==> config.mk <==
export PLATFORM = sky130hd
export DESIGN_NAME = gnrl_sync_filt
export DESIGN_NICKNAME = d
export VERILOG_FILES = /design/src/rtl/gnrl_sync_filt.sv
export SDC_FILE = /design/constraint.sdc
export NUM_CORES = 1
export LEC_CHECK = 0
export ABC_AREA = 1
export CORE_UTILIZATION = 46
export CTS_CLUSTER_SIZE = 40
export DETAILED_ROUTE_END_ITERATION = 8
export PLACE_DENSITY = 0.72
export REMOVE_ABC_BUFFERS = 1
export SLEW_MARGIN = 20
export SYNTH_ARGS = -nofsm -noshare
export SYNTH_HDL_FRONTEND = slang
export SYNTH_SLANG_ARGS = --single-unit
==> constraint.sdc <==
create_clock -name i_clk -period 1.1 [get_ports i_clk]
set_clock_uncertainty 0.2 [all_clocks]
set_input_delay 0.22 -clock i_clk [delete_from_list [all_inputs] [get_ports i_clk]]
set_output_delay 0.22 -clock i_clk [all_outputs]
set_load 0.02 [all_outputs]
==> src/rtl/gnrl_sync_filt.sv <==
// rtl/gnrl_sync_filt.sv - multi-bit CDC synchronizer with per-bit glitch filter
// Optional edge-pulse outputs are built when GNRL_SYNC_EDGE_EN is defined.
module gnrl_sync_filt #(
  parameter int              DW            = 8,
  parameter logic [DW-1:0]   DEF_VAL       = '0,
  parameter int              SYNC_PIPE_NUM = 2,
  parameter int              FILT_CYC      = 4,
  parameter int              END_OF_LIST   = 1
) (
  input  logic          i_clk,
  input  logic          i_rst_n,
  input  logic [DW-1:0] i_data,
  output logic [DW-1:0] o_data,
  output logic [DW-1:0] o_rise,
  output logic [DW-1:0] o_fall,
  output logic [DW-1:0] o_pend
);

  localparam int            CW      = $clog2(FILT_CYC + 1);
  localparam logic [CW-1:0] CNT_MAX = CW'(FILT_CYC - 1);
  localparam logic [CW-1:0] CNT_ONE = CW'(1);

  // END_OF_LIST only terminates the parameter list; it carries no function.
  if (END_OF_LIST != 1) begin : g_eol_unused
  end

  logic [DW-1:0] sync_q [SYNC_PIPE_NUM];
  logic [DW-1:0] s;
  logic [DW-1:0] f_q;
  logic [DW-1:0] f_d;
  logic [CW-1:0] cnt_q [DW];
  logic [CW-1:0] cnt_d [DW];

  always_ff @(posedge i_clk or negedge i_rst_n) begin
    if (!i_rst_n) begin
      for (int k = 0; k < SYNC_PIPE_NUM; k++) sync_q[k] <= DEF_VAL;
    end else begin
      sync_q[0] <= i_data;
      for (int k = 1; k < SYNC_PIPE_NUM; k++) sync_q[k] <= sync_q[k-1];
    end
  end

  assign s = sync_q[SYNC_PIPE_NUM-1];

  // A bit that returns to the accepted value restarts its qualification.
  always_comb begin
    f_d = f_q;
    for (int i = 0; i < DW; i++) begin
      cnt_d[i] = cnt_q[i];
      if (s[i] == f_q[i]) begin
        cnt_d[i] = '0;
      end else if (cnt_q[i] == CNT_MAX) begin
        f_d[i]   = s[i];
        cnt_d[i] = '0;
      end else begin
        cnt_d[i] = cnt_q[i] + CNT_ONE;
      end
    end
  end

  always_ff @(posedge i_clk or negedge i_rst_n) begin
    if (!i_rst_n) begin
      f_q <= DEF_VAL;
      for (int i = 0; i < DW; i++) cnt_q[i] <= '0;
    end else begin
      f_q <= f_d;
      for (int i = 0; i < DW; i++) cnt_q[i] <= cnt_d[i];
    end
  end

  always_comb begin
    o_pend = '0;
    for (int i = 0; i < DW; i++) o_pend[i] = (cnt_q[i] != '0);
  end

  assign o_data = f_q;

`ifdef GNRL_SYNC_EDGE_EN
  logic [DW-1:0] rise_q;
  logic [DW-1:0] fall_q;

  // f only changes on an accepted update, so its transition is the edge.
  always_ff @(posedge i_clk or negedge i_rst_n) begin
    if (!i_rst_n) begin
      rise_q <= '0;
      fall_q <= '0;
    end else begin
      rise_q <= f_d & ~f_q;
      fall_q <= ~f_d & f_q;
    end
  end

  assign o_rise = rise_q;
  assign o_fall = fall_q;
`else
  assign o_rise = '0;
  assign o_fall = '0;
`endif

endmodule

==> flow_summary.toml <==
[critical_path]
worstPathRequired_ps = 680
cp_cell_sequence = "inv_2 -> ha_4 -> nand2_1 -> buf_6"
path_max_fanout = 2
slowest_stage = "dfrtp_1"
cp_slowest_stage_delay_ps = 400
worst_setup_path_start_kind = "flop"
r2r_slack_ps = -280
cp-end-kind = "primary output"
worstReg2RegEnd = "cnt_q[15]$_DFF_PN0_"
path_class = "reg -> out"
worst_ep_arrival_time_ps = 1120
reg2reg_from = "cnt_q[15]$_DFF_PN0_"
reg2reg_depth = 7

[drt]
num_vias = 1625
first_iter_violations = 28
drt-vias-per-instance = 4.380
ant_nets = 0
drc = 2
first_pass_iters = 8
wl_um = 3830
wire_per_inst_um = 10.32

[power]
pwr-share-seq = 0.310
comb_power_share = 0.562
p_int_mw = 5.079
clockPowerShare = 0.128
swShare = 0.3687
p_per_area_mw_per_mm2 = 2440
switchingPower_mw = 2.966
ir_drop_mv = 1.433
p_leak_nw = 1.636

[floorplan]
start_util = 0.4891
die_w_um = 70.98
design.die.area_sq_mm = 0.005037
ios = 42
num_rows = 24
core_sq_mm = 0.004474
die_h_um = 70.98

[global_route]
use_met3 = 0.04274
top_usage_layer = "met2"
grt_pass1_wl_um = 6354
met1_usage = 0.2026
gr-usage-met2 = 0.2724
grt_usage = 0.1623
grt_max_degree = 49
grt_pass1_vias = 1550
grt_antenna_before_repair = 0
grt_overflow = 0

[layout]
drive_gt1_frac = 0.5486
nets = 344
area_growth_pct = 50.71
n_antenna_cell = 0
layout_commonest_cell = "dfrtp_1"
utilization = 0.7371
final_cell_mix = "48 x dfrtp_1, 39 x nand2_2, 36 x buf_6"
stdcell_area_sq_mm = 0.003298

[place]
gp_congestion = 0.7380
post_dp_cell_area_sq_mm = 0.002650
port_buffers = 25
hpwl_um = 2303

[clocking]
cts_root_buffer = "clkbuf_8"
cts_tree = "done"
clk_pin_slew_ps = 80
clock_latency_ps = 290
cts-buffers-inserted = 5
h-tree-depth = 2
cts_buffer_depth = 2
cts.sinks = 48

[outcome]
violations = "design-rule violations, negative setup slack"
status = "complete, but fails checks"

[logic_synthesis]
yosysUniqueCellTypes = 10
ys_ff_latch = 48
yosys_warnings = 0
syn_area_sq_mm = 0.002188
yosysSeqAreaShare = 0.5489
postSynthAreaPerCell_sq_um = 9.080
syn_inst = 241

[timing]
tns_ps = -6589
clock.fmax_mhz = 648.0
fin_crit_sh = 1.403
finalHoldViolCount = 0
setup_violations = 44
period_minus_slack_ps = 1543
drv_slew = 0
rsz0062_at_grt = "true"
setup_slack_ps = -443.1

[worst_hold_path]
hold_class = "reg -> reg"
hp-start = "sync_q[8]$_DFF_PN0_"
hold_end = "s[0]$_DFF_PN0_"
holdPathStages = 0

[flow_run]
max_cap_violations = 0
==> area by class of cell <==
type	instances	area [sq um]
flip-flops and latches	48	1201
fillers	314	1176
multi-input cells	141	1050
repair buffers	71	700.7
inverters	51	191.4
clock buffers	8	90.09
well taps	52	65.06
==> worst max-delay path by stage <==
stage / end / from / slack [ps] / cells after the start
3_5_place_dp: o_pend[2] / cnt_q[15]$_DFF_PN0_ / -580 / 4
5_1_grt: o_pend[7] / cnt_q[0]$_DFF_PN0_ / -490 / 4
6_report: o_pend[7] / cnt_q[0]$_DFF_PN0_ / -440 / 4
4_1_cts: o_pend[5] / cnt_q[6]$_DFF_PN0_ / -410 / 4
3_3_place_gp: o_pend[6] / cnt_q[3]$_DFF_PN0_ / -540 / 4
2_1_floorplan: o_pend[0] / cnt_q[21]$_DFF_PN0_ / -30 / 3
==> power by group through the flow <==
| stage | combinational [mW] | sequential, mW | clock (mW) |
|---|---|---|---|
| 2_1_floorplan | 1.44 | 2.59 | 0 |
| 3_3_place_gp | 2.91 | 2.39 | 0 |
| 3_5_place_dp | 2.99 | 2.41 | 0 |
| 4_1_cts | 3.87 | 2.44 | 1.08 |
| 5_1_grt | 4.94 | 2.53 | 1.15 |
| 6_report | 4.52 | 2.49 | 1.03 |
==> cell usage after synthesis, drive strengths merged <==
cell | number | area share
buf | 16 | 0.055
conb | 1 | 0.0017
dfrtp | 48 | 0.55
ha | 16 | 0.091
inv | 51 | 0.087
nand2 | 77 | 0.16
nand3 | 8 | 0.018
nor2 | 24 | 0.041
==> critical path, delay by kind of cell (launching register included) <==
family | cells | cell delay, ps
DFF | 1 | 400
and+or+nand+nor | 1 | 70
adders and majority gates | 1 | 130
buffers and inverters | 2 | 240
==> logic make-up (layout without fill, tap and decap cells) <==
family | Yosys count | after routing | share of synthesized area
fa+ha+maj | 16 | 16 | 0.09148
buf+inv | 67 | 130 | 0.1424
flops | 48 | 48 | 0.5489
other cells | 1 | 16 | 0.001714
simple gates | 109 | 109 | 0.2156
==> state kept, by name, indices dropped and copies added (netlist names) <==
register  count
cnt_q        24
o_data        8
s             8
sync_q        8
==> routing by layer <==
layer,vias to the layer above,share of wire
li1,816,-
met1,770,0.43
met2,33,0.52
met3,6,0.031
met4,0,0.015
met5,-,0
==> per-stage QoR <==
stage	instances	setup WS (ps)	hold WS, ps	power (mW)
3_5_place_dp	344	-577.0	23.59	5.398
4_1_cts	370	-412.9	147.5	7.391
5_1_grt	371	-493.7	156.5	8.623
3_3_place_gp	344	-537.9	21.39	5.292
2_1_floorplan	240	-31.90	-275.6	4.022
6_report	371	-443.1	151.2	8.046
==> repair_timing <==
action                                 CTS  global route
setup endpoints to repair               42            48
hold buffers                             1             0
endpoints found under the hold margin   48             0
pin swaps                               39            40
resized for setup                      147            73
setup buffers                           23            13
Note: power is estimated with default switching activity, not from simulation.
==> RTL edit 1, RTL diff (same flow settings) <==
Add an input register stage for `i_data`, cleared by the reset; this delays it by one clock.
--- a/src/rtl/gnrl_sync_filt.sv
+++ b/src/rtl/gnrl_sync_filt.sv
@@ -22,2 +22,12 @@
 
+  logic [DW-1:0] i_data_q;
+
+  always_ff @(posedge i_clk or negedge i_rst_n) begin
+    if (!i_rst_n) begin
+      i_data_q <= '0;
+    end else begin
+      i_data_q <= i_data;
+    end
+  end
+
   // END_OF_LIST only terminates the parameter list; it carries no function.
@@ -37,3 +47,3 @@
     end else begin
-      sync_q[0] <= i_data;
+      sync_q[0] <= i_data_q;
       for (int k = 1; k < SYNC_PIPE_NUM; k++) sync_q[k] <= sync_q[k-1];
Behaviour: not the same (a bounded check fails within 4 cycles, from zero or initial values and one cycle with i_rst_n low).
==> RTL edit 1 against the original RTL <==
The run ends with negative setup slack left. Worst setup slack improved by 0.022 ns. Synthesized area grew 9.1%. Critical path depth unchanged. Power rose by 2.2%. Wire length rose by 8.4%. Cell area up 3.5%. Combinational power is 4.9% lower. Sequential cell count increased by 8. Largest power group unchanged. Highest routed layer unchanged.
==> RTL edit 1: results (changes against the original RTL) <==
bufs w/o clock -> 67 (was 71)
Clock buffer cells -> 7 (was 8)
Seq Cell Count -> 56 (was 48)
final cell area excluding filler cells -> 3415 um^2 (was 3298 um^2)
met1 usage -> 18.44% (was 20.26%)
Met3 Wirelength -> 112 um (was 119 um)
DP Area -> 2851 um^2 (was 2650 um^2)
violated checks -> negative setup slack (was design-rule violations, negative setup slack)
Clock transition at path regs -> 0.10 ns (was 0.08 ns)
Seq/total area -> 41.04% (was 36.42%)
Tap Count -> 67 (was 52)
Multi-input gate area -> 987.2 um^2 (was 1050 um^2)
setup ws final -> -0.4208 ns (was -0.4431 ns)
GR Util met2 -> 26.67% (was 27.24%)
setup_tns -> -7.096 ns (was -6.589 ns)
Synth Warn # -> 0 (unchanged)
top post-synthesis cells by area -> dfrtp_1, nand2_1, ha_1 (unchanged)
Final Net Count -> 348 (was 344)
fraction of registers with async set/reset -> 100.0% (unchanged)
Post-DP HPWL -> 2471 um (was 2303 um)
post_cts resized -> 142 (was 147)
Signal buf overhead -> 19.24% (was 21.24%)
status -> finished with violations (unchanged)
TritonRoute pass-1 iters -> 5 (was 8)
clock network share of area -> 2.748% (was 2.731%)
post-synthesis sequential area ratio -> 58.67% (was 54.89%)
Synth Instances -> 249 (was 241)
Post-CTS Setup Repair Bufs -> 16 (was 23)
Worst VDD drop -> 1238 uV (was 1433 uV)
worst slack, placed -> -0.5717 ns (was -0.5770 ns)
layout cell share with drive strength beyond 1 -> 50.77% (was 54.86%)
WL per Instance -> 10.64 um (was 10.32 um)
M3 GR Usage -> 3.117% (was 4.274%)
synth cell count leaders -> dfrtp_1, nand2_1, inv_1, nor2_1, nand2_2 (was nand2_1, dfrtp_1, inv_1, nor2_1, nand2_2)
Via density -> 4.203 (was 4.380)
Leak -> 1.696 nW (was 1.636 nW)
Critical Path AT -> 1.10 ns (was 1.12 ns)
M1 WL -> 1757 um (was 1647 um)
beginning of the critical path -> cnt_q[7]$_DFF_PN0_ (was cnt_q[0]$_DFF_PN0_)
Placed Cells -> 363 (was 344)
Setup-failing EPs final -> 41 (was 44)
Global Route Usage Sum -> 15.28% (was 16.23%)
type of the worst min-delay path -> in -> async (was reg -> reg)
drt first-iter violations -> 34 (was 28)
Placer Congestion -> 0.7368 (was 0.7380)
vias in the first global route -> 1553 (was 1550)
Routed Wire Length -> 4150 um (was 3830 um)
largest net degree at the start of global routing -> 29 (was 49)
[RTL edit 1: kinds of logic (layout without fill, tap and decap cells)]
logic type | Yosys count | in the layout | share of synthesized area, %
AND/OR/NAND/NOR | 109 | 109 | 19.75
buffers and inverters | 67 | 126 | 13.04
adder cells (fa/ha/maj) | 16 | 16 | 8.381
flip-flops | 56 | 56 | 58.67
other | 1 | 16 | 0.1570
[RTL edit 1: worst paths after layout]
path,slack (ns),endpoint,depth (start not counted)
min in group i_clk,0.14,i_data_q[6]$_DFF_PN0_,1
setup / recovery,-0.42,o_pend[5],4
setup reg to reg,-0.36,cnt_q[15]$_DFF_PN0_,9
hold reg to reg,0.15,s[7]$_DFF_PN0_,0
hold / removal,0.12,cnt_q[5]$_DFF_PN0_,2
max in group asynchronous,0.14,s[1]$_DFF_PN0_,3
[RTL edit 1: where the power goes]
part,switching (mW),total [mW],internal (mW)
combinational,2.05,4.30,2.26
clock,0.615,1.13,0.513
sequential,0.311,2.79,2.48
total,2.97,8.22,5.25
==> RTL edit 2, RTL diff (same flow settings) <==
Without the edit above. The parameter `FILT_CYC` goes from 4 to 8.
--- a/src/rtl/gnrl_sync_filt.sv
+++ b/src/rtl/gnrl_sync_filt.sv
@@ -6,3 +6,3 @@
   parameter int              SYNC_PIPE_NUM = 2,
-  parameter int              FILT_CYC      = 4,
+  parameter int              FILT_CYC      = 8,
   parameter int              END_OF_LIST   = 1
Behaviour: not the same (a bounded check fails within 10 cycles, from zero or initial values and one cycle with i_rst_n low).
==> RTL edit 2 against the original RTL <==
Synthesized area is 17% higher. Critical endpoint is now o_pend[6]. Final cell count is 19% higher. Power increased by 9.5%. First-iteration DRC count up 39%. Via count up 24%. Sequential cell count up 8. Cell area up 18%. Clock power rose by 9.7%. The run ends with negative setup slack left. Register-to-register slack improved by 0.05 ns. Worst setup slack better by 0.0060 ns. Core utilization grew 0.63 points. Die area is 17% higher. Largest power group unchanged. Wire length rose by 34%. Combinational power grew 7.5%.
==> RTL edit 2: results (changes against the original RTL) <==
largest net degree at the start of global routing -> 57 (was 49)
Post-Synth Adder-Cell Area -> 7.801% (was 9.148%)
violated checks -> negative setup slack (was design-rule violations, negative setup slack)
Post-DP HPWL -> 2992 um (was 2303 um)
Synth Area in Compound Gates -> 1.560% (was 0%)
top cell type's share of synthesized area -> 54.61% (was 54.89%)
Final Net Count -> 395 (was 344)
Routed Wire Length -> 5130 um (was 3830 um)
worst slack, placed -> -0.5461 ns (was -0.5770 ns)
TritonRoute pass-1 iters -> 4 (was 8)
Setup-failing EPs final -> 53 (was 44)
type of the worst min-delay path -> in -> reg (was reg -> reg)
fill count -> 348 (was 314)
DP Area -> 3133 um^2 (was 2650 um^2)
setup_tns -> -9.118 ns (was -6.589 ns)
Leak -> 1.840 nW (was 1.636 nW)
synth cell count leaders -> nand2_1, dfrtp_1, inv_1, nor2_1 (was nand2_1, dfrtp_1, inv_1, nor2_1, nand2_2)
Worst VDD drop -> 1461 uV (was 1433 uV)
GR Util met2 -> 31.43% (was 27.24%)
max FFs per register -> 32 (was 24)
Finished Layout Cells -> 440 (was 371)
Multi-input gate area -> 1371 um^2 (was 1050 um^2)
status -> finished with violations (unchanged)
Post-CTS Setup Repair Bufs -> 4 (was 23)
drt first-iter violations -> 39 (was 28)
top post-synthesis cells by area -> dfrtp_1, nand2_1, inv_1 (was dfrtp_1, nand2_1, ha_1)
setup ws final -> -0.4371 ns (was -0.4431 ns)
Via density -> 4.586 (was 4.380)
post-synthesis sequential area ratio -> 54.61% (was 54.89%)
-- RTL edit 2: per-stage QoR --
stage,hold WS (ns),power (mW)
floorplan,-0.2756,4.458
global placement,0.04103,5.925
detailed placement,0.04155,6.026
CTS,0.1401,7.782
global route,0.1283,9.412
finish,0.1448,8.811
-- RTL edit 2: worst paths after layout --
check,from,endpoint,slack [ns],cells after the start
max,cnt_q[5]$_DFF_PN0_,o_pend[6],-0.44,4
min,i_data[6],sync_q[14]$_DFF_PN0_,0.14,1
max reg2reg,cnt_q[9]$_DFF_PN0_,cnt_q[10]$_DFF_PN0_,-0.23,5
min reg2reg,sync_q[14]$_DFF_PN0_,s[6]$_DFF_PN0_,0.15,0
max in group asynchronous,i_rst_n,o_data[3]$_DFFE_PN0P_,0.22,3
min in group asynchronous,i_rst_n,cnt_q[20]$_DFF_PN0_,0.23,3
-- RTL edit 2: layout make-up --
type	count	share of cell area [%]
clock buffers	8	2.314
inverters	56	5.463
multi-input cells	176	35.22
flip-flops and latches	56	35.99
well taps	70	2.249
repair buffers	74	18.77
-- RTL edit 2: cell families after synthesis --
logic type | after synthesis
buf+inv | 72
compound gates | 8
other cells | 1
simple gates | 128
flops | 56
fa+ha+maj | 16
xor+xnor | 8
-- RTL edit 2: where the power goes --
part,total (mW),leakage [nW],internal (mW),switching (mW)
registers,2.82,0.723,2.50,0.315
logic,4.86,1.07,2.46,2.41
clock network,1.13,0.0455,0.515,0.617
-- RTL edit 2: worst max-delay path: stages (launching register included) --
cell and delay [ns]:
dfrtp_1 0.41, inv_1 0.10, ha_4 0.13, nand2_2 0.05, buf_6 0.13
-- RTL edit 2: metal layers --
metal	vias to the layer above	routed length (um)
met2	43	2901
met3	9	182
met5	-	0
met1	973	1974
li1	993	-
met4	0	72
